### src/rtl/cpu_fetch_prefetch_pkg.sv
// Shared types for the sequential instruction prefetch queue.
package cpu_fetch_prefetch_pkg;

    typedef struct packed {
        logic [31:0] pc;
        logic [31:0] word;
    } prefetch_entry_t;

    typedef enum logic [0:0] {
        BUS_IDLE = 1'b0,
        BUS_REQ  = 1'b1
    } bus_state_t;

    function automatic logic [31:0] next_word_addr(input logic [31:0] addr);
        return addr + 32'd4;
    endfunction

endpackage

### src/rtl/cpu_fetch_prefetch_fifo.sv
// Ring buffer of prefetched {pc, word} entries; flush beats push in the same cycle.
module cpu_prefetch_fifo
    import cpu_fetch_prefetch_pkg::*;
#(
    parameter int DEPTH = 4
) (
    input  logic                       clk,
    input  logic                       rst_n,
    input  logic                       push,
    input  logic [63:0]                push_data,
    input  logic                       pop,
    input  logic                       flush,
    output logic [63:0]                head,
    output logic                       head_valid,
    output logic [$clog2(DEPTH):0]     count
);

    localparam int PW = $clog2(DEPTH);

    prefetch_entry_t mem_r [DEPTH];
    logic [PW-1:0]   rd_ptr_r;
    logic [PW-1:0]   wr_ptr_r;
    logic [PW:0]     count_r;
    logic            do_push_s;
    logic            do_pop_s;

    // Qualify push/pop; fullness and emptiness come from the count, not the pointers.
    always_comb begin
        do_pop_s  = pop && (count_r != '0) && !flush;
        do_push_s = push && !flush && ((count_r != (PW+1)'(DEPTH)) || do_pop_s);
    end

    // Entry storage; contents are only observable through a valid head.
    always_ff @(posedge clk) begin
        if (do_push_s) begin
            mem_r[wr_ptr_r] <= push_data;
        end
    end

    // Pointers and occupancy.
    always_ff @(posedge clk or negedge rst_n) begin
        if (!rst_n) begin
            rd_ptr_r <= '0;
            wr_ptr_r <= '0;
            count_r  <= '0;
        end else if (flush) begin
            rd_ptr_r <= '0;
            wr_ptr_r <= '0;
            count_r  <= '0;
        end else begin
            if (do_push_s) begin
                wr_ptr_r <= wr_ptr_r + PW'(1);
            end
            if (do_pop_s) begin
                rd_ptr_r <= rd_ptr_r + PW'(1);
            end
            count_r <= count_r + {{PW{1'b0}}, do_push_s} - {{PW{1'b0}}, do_pop_s};
        end
    end

    assign head       = mem_r[rd_ptr_r];
    assign head_valid = (count_r != '0);
    assign count      = count_r;

endmodule

### src/rtl/cpu_fetch_prefetch.sv
// Sequential prefetch queue in front of the fetch stage: PC classifier, bus FSM,
// fill address and discard tracking around a small ring buffer.
module cpu_fetch_prefetch
    import cpu_fetch_prefetch_pkg::*;
#(
    parameter int          DEPTH        = 4,
    parameter logic [31:0] RESET_VECTOR = 32'h0000_0000
) (
    input  logic        i_clock,
    input  logic        i_reset_n,
    input  logic [31:0] i_input_pc,
    output logic [31:0] o_rdata,
    output logic        o_ready,
    output logic        o_bus_request,
    input  logic        i_bus_ready,
    output logic [31:0] o_bus_address,
    input  logic [31:0] i_bus_rdata
);

    localparam int CW = $clog2(DEPTH) + 1;

    bus_state_t      state_r;
    logic [31:0]     last_pc_r;
    logic [31:0]     fill_addr_r;
    logic [31:0]     bus_addr_r;
    logic            bus_req_r;
    logic            discard_r;

    logic            seq_s;
    logic            redirect_s;
    logic            push_s;
    logic [63:0]     head_s;
    prefetch_entry_t head_entry_s;
    prefetch_entry_t push_entry_s;
    logic            head_valid_s;
    logic [CW-1:0]   count_s;
    logic [CW-1:0]   slots_s;

    // Classify the PC against last cycle's copy and decide whether bus data is kept.
    always_comb begin
        head_entry_s = head_s;
        seq_s        = (i_input_pc == next_word_addr(last_pc_r)) && head_valid_s
                       && (head_entry_s.pc == last_pc_r);
        redirect_s   = (i_input_pc != last_pc_r) && !seq_s;
        push_s       = (state_r == BUS_REQ) && i_bus_ready && !discard_r && !redirect_s;
        push_entry_s = '{pc: bus_addr_r, word: i_bus_rdata};
        slots_s      = count_s + {{(CW-1){1'b0}}, (state_r == BUS_REQ)};
    end

    cpu_prefetch_fifo #(
        .DEPTH (DEPTH)
    ) u_fifo (
        .clk        (i_clock),
        .rst_n      (i_reset_n),
        .push       (push_s),
        .push_data  (push_entry_s),
        .pop        (seq_s),
        .flush      (redirect_s),
        .head       (head_s),
        .head_valid (head_valid_s),
        .count      (count_s)
    );

    // Bus FSM; a redirect during an outstanding read marks its data for discard.
    always_ff @(posedge i_clock or negedge i_reset_n) begin
        if (!i_reset_n) begin
            state_r     <= BUS_IDLE;
            last_pc_r   <= RESET_VECTOR;
            fill_addr_r <= RESET_VECTOR;
            bus_addr_r  <= RESET_VECTOR;
            bus_req_r   <= 1'b0;
            discard_r   <= 1'b0;
        end else begin
            last_pc_r <= i_input_pc;
            case (state_r)
                BUS_IDLE: begin
                    if (redirect_s) begin
                        fill_addr_r <= i_input_pc;
                    end else if (slots_s < CW'(DEPTH)) begin
                        state_r    <= BUS_REQ;
                        bus_req_r  <= 1'b1;
                        bus_addr_r <= fill_addr_r;
                    end
                end
                BUS_REQ: begin
                    if (i_bus_ready) begin
                        state_r   <= BUS_IDLE;
                        bus_req_r <= 1'b0;
                        discard_r <= 1'b0;
                        if (redirect_s) begin
                            fill_addr_r <= i_input_pc;
                        end else if (!discard_r) begin
                            fill_addr_r <= next_word_addr(fill_addr_r);
                        end
                    end else if (redirect_s) begin
                        discard_r   <= 1'b1;
                        fill_addr_r <= i_input_pc;
                    end
                end
                default: begin
                    state_r   <= BUS_IDLE;
                    bus_req_r <= 1'b0;
                end
            endcase
        end
    end

    assign o_ready       = head_valid_s && (head_entry_s.pc == i_input_pc);
    assign o_rdata       = head_valid_s ? head_entry_s.word : 32'h0000_0000;
    assign o_bus_request = bus_req_r;
    assign o_bus_address = bus_addr_r;

endmodule

### config.mk
export PLATFORM = sky130hd
export DESIGN_NAME = cpu_fetch_prefetch
export DESIGN_NICKNAME = d
export VERILOG_FILES = /design/src/rtl/cpu_fetch_prefetch_pkg.sv /design/src/rtl/cpu_fetch_prefetch_fifo.sv /design/src/rtl/cpu_fetch_prefetch.sv
export SDC_FILE = /design/constraint.sdc
export NUM_CORES = 1
export LEC_CHECK = 0
export ABC_CLOCK_PERIOD_IN_PS = 5860
export BUFFER_PORTS_ARGS = -buffer_cell sky130_fd_sc_hd__buf_2
export CAP_MARGIN = 25
export CORE_MARGIN = 2
export CORE_UTILIZATION = 60
export DETAILED_ROUTE_END_ITERATION = 8
export PLACE_DENSITY = 0.8
export RECOVER_POWER = 100
export SKIP_CTS_REPAIR_TIMING = 1
export SLEW_MARGIN = 20
export SYNTH_ARGS = -nofsm -noshare
export SYNTH_HDL_FRONTEND = slang
export SYNTH_SLANG_ARGS = --single-unit
### constraint.sdc
create_clock -name i_clock -period 5.86 [get_ports i_clock]
set_input_delay 1.172 -clock i_clock [delete_from_list [all_inputs] [get_ports i_clock]]
set_output_delay 1.172 -clock i_clock [all_outputs]
set_load 0.05 [all_outputs]
==> summary.txt <==
Run status
  • Status: finished, violations left
  • Failing checks: capacitance limit, slew limit

Critical path
  • Crit end category: output pin
  • Crit Path Category: reg2out
  • Critical Path Start: u_fifo.rd_ptr_r[0]
  • Critical path arrival: 4.30 ns
  • R2r startpoint: u_fifo.rd_ptr_r[0]
  • Critical-path cell list: buf_4 > mux4_2 > xnor2_1 > nand4_1 > nor4_1 > nand2_1 > nor4_1 > clkbuf_1
  • CP max FO: 36
  • CP most frequent cell: nor4_1
  • Worst EP required: 4.69 ns
  • Worst setup SP type: flip-flop
  • Critical path's largest stage delay: 0.90 ns
  • Slowest stage cell, crit path: dfrtp_4

Timing
  • Least-Margin Pin Slew: 2.558 ns
  • Crit path time final: 5.467 ns
  • Fmax: 182.9 MHz
  • Setup TNS: 0 ns
  • RSZ-0062 raised after global routing: no
  • Setup violators final: 0
  • Final-report hold violation count: 0
  • Setup ws final: 0.3927 ns
  • Clock skew: 0.01350 ns
  • Worst Hold Margin: 0.4997 ns
  • Final worst path period share: 0.9330
  • Final slew viol count: 46
  • Rel. slew slack: -0.7052

Power and ir drop
  • Leak: 6.572 nW
  • VDD IR max: 271.6 uV
  • PD cells: 303.7 nW/um2

Logic synthesis
  • Synth Warn #: 0
  • Sequential fraction of the synthesis area: 0.6483
  • Syn Inst Count: 1035
  • Mean Syn Cell Area: 15.41 um2
  • Synth Register Bits: 362
  • Syn_nets: 1111
  • Synth cell types: 65
  • Synth Flop Type: edfxtp_1
  • Post-Syn Area: 15950 um2
  • Async SR Flop Fraction: 0.2928
  • Post-synth EDFFs: 256

Layout
  • Area of the multi-input gates: 5240 um2
  • Fin util: 0.6920
  • Final net count: 1258
  • FILL cells: 1784
  • Share of cells above drive strength 1: 0.1337
  • Seq. cell area: 10350 um2
  • Post-route insts no fill: 1548
  • Area grow syn2layout: 13.07%

Route
  • Via density per instance: 6.318
  • Average wire per standard cell: 25.59 um
  • Routed vias: 9781
  • Post-route DRC: 0
  • 1st-pass router iterations: 5
  • Final WL: 39.61 mm
  • Final ANT Viol Nets: 0
  • Initial DRC count: 1129

Min path
  • HP Start: fill_addr_r[0]
  • Min-Delay Path Class: reg2reg

Place
  • GP Congestion: 1.007
  • Worst Setup Slack post-DPL: 0.8241 ns
  • # port buffers: 132
  • Detail Placement HPWL: 27.41 mm
  • Inst Count DP: 1476

GRT
  • Vias in the first global route: 9743
  • Initial antenna violation count: 1
  • Largest net degree at the start of global routing: 72
  • Global-route wire length before repair: 60.48 mm
  • All-Layer GR Usage: 0.2892
  • GRT overflow: 0

Die
  • I/O pin cnt: 133
  • Die Y: 167.0 um
  • Initial Utilization: 0.6120
  • Die X: 167.0 um
  • Core ar.: 26060 um2
  • Core Rows: 59
  • Die area: 27900 um2

Clock network
  • CTS clk-pin slew, worst paths: 0.06 ns
  • H-tree depth: 2
  • Worst-Skew Late Latency: 0.54 ns
  • CTS tree: yes
  • CTS Buffer Depth: 3
  • CTS Root Cell: clkbuf_16
  • Num CTS Buffers: 38
  • CTS Sinks: 362

Run
  • Max_cap viols: 1
==> cells by family after synthesis <==
group                      count (synthesis)  synth area share
AOI/OAI and AO/OA                        100           0.04095
xor gates and xnor gates                 127           0.06974
adders and majority gates                  9          0.007531
buffers and inverters                     61           0.01828
DFF                                      362            0.6483
muxes                                    119            0.1290
and+or+nand+nor                          257           0.08622
==> layout by cell type (no fill, tap or decap), types with 4 or more instances in the layout <==
cell type  Yosys  final
or3_1          4      4
and3_1        10     10
xnor2_1       80     80
clkbuf_16      0     39
nor4_1        15     15
and4_1         8      8
ha_1           8      8
clkbuf_1      25    136
mux4_2        57     57
or4_1          3      4
xor2_1        47     47
or2_2          4      4
clkbuf_8       0      7
buf_4          1      8
nand3_1       14     14
a21oi_1       16     16
clkbuf_2       0      6
nand2b_1       6      6
nor2b_1       36     36
nand2_1       74     74
bufinv_16      0      4
a211oi_1       5      5
nor2_1        27     27
mux2i_1       24     24
dfrtp_1      106    104
nand4_1       30     30
inv_1         16     16
buf_2          8      5
clkinv_2       0      7
o21ai_0       35     35
mux2_1         4     31
edfxtp_1     256    256
mux2_2         6      6
nor3_1        12     11
o22ai_1        6      6
==> per-layer routing <==
metal,up-vias,routed length [um],global-route usage
met5,-,0,0
met4,0,1288,0.09370
met3,88,3704,0.07414
met2,516,18180,0.4335
met1,4944,16440,0.4218
li1,4233,-,-
==> sequential cells by signal, summed over array words and instances (netlist names) <==
signal / cells
u_fifo.count: 3
o_bus_request: 1
u_fifo.rd_ptr_r: 2
discard_r: 1
u_fifo.wr_ptr_r: 2
u_fifo.mem_r: 256
last_pc_r: 32
state_r: 1
fill_addr_r: 32
o_bus_address: 32
==> through the flow <==
| stage | power, mW | instance area, um2 |
|---|---|---|
| after floorplan | 2.928 | 15950 |
| after global placement | 3.035 | 17030 |
| after detailed placement | 3.036 | 17060 |
| after CTS | 5.510 | 18360 |
| after global routing | 5.634 | 18030 |
| final | 5.476 | 18030 |
==> synthesized netlist by cell type (all sizes together) (17+ instances only) <==
| library cell | number | area share |
|---|---|---|
| mux4 | 57 | 0.080 |
| mux2i | 24 | 0.015 |
| nor2 | 27 | 0.0064 |
| o21ai | 36 | 0.011 |
| dfrtp | 106 | 0.17 |
| buf | 19 | 0.0084 |
| mux2 | 38 | 0.033 |
| xnor2 | 80 | 0.044 |
| nand4 | 30 | 0.012 |
| nor2b | 36 | 0.014 |
| edfxtp | 256 | 0.48 |
| clkbuf | 25 | 0.0059 |
| inv | 17 | 0.0040 |
| nand2 | 74 | 0.017 |
| xor2 | 47 | 0.026 |
==> worst paths after layout <==
path	endpoint	slack, ns	cells past startpoint
worst max-delay path	o_ready	0.39	8
worst min-delay path	o_bus_address[0]	0.50	1
worst max register to register	u_fifo.mem_r[0][50]	0.54	10
worst min register to register	o_bus_address[0]	0.50	1
max in group asynchronous	u_fifo.rd_ptr_r[0]	1.14	3
min in group asynchronous	fill_addr_r[27]	0.98	1
==> power breakdown <==
part	total, mW	leakage [nW]	internal, mW	switching [mW]
clock	2.49	0.642	1.49	0.999
sequential	2.79	3.97	2.75	0.0414
combinational	0.189	1.96	0.0672	0.122
==> final cells by class <==
cell class,count,area share
Sequential cell,362,0.5738
Multi-Input combinational cell,612,0.2906
Clock buffer,53,0.06092
Timing Repair Buffer,151,0.03656
Tap cell,335,0.02324
Clock inverter,17,0.01124
Inverter,17,0.003538
Antenna cell,1,0.0001388
==> critical path: cells and delay by family (launching register included) <==
family,cells,cell delay [ns]
xor+xnor,1,0.17
flops,1,0.90
simple gates,4,1.16
buf+inv,2,0.89
mux,1,0.60
Power figures use the tool's default switching activity.
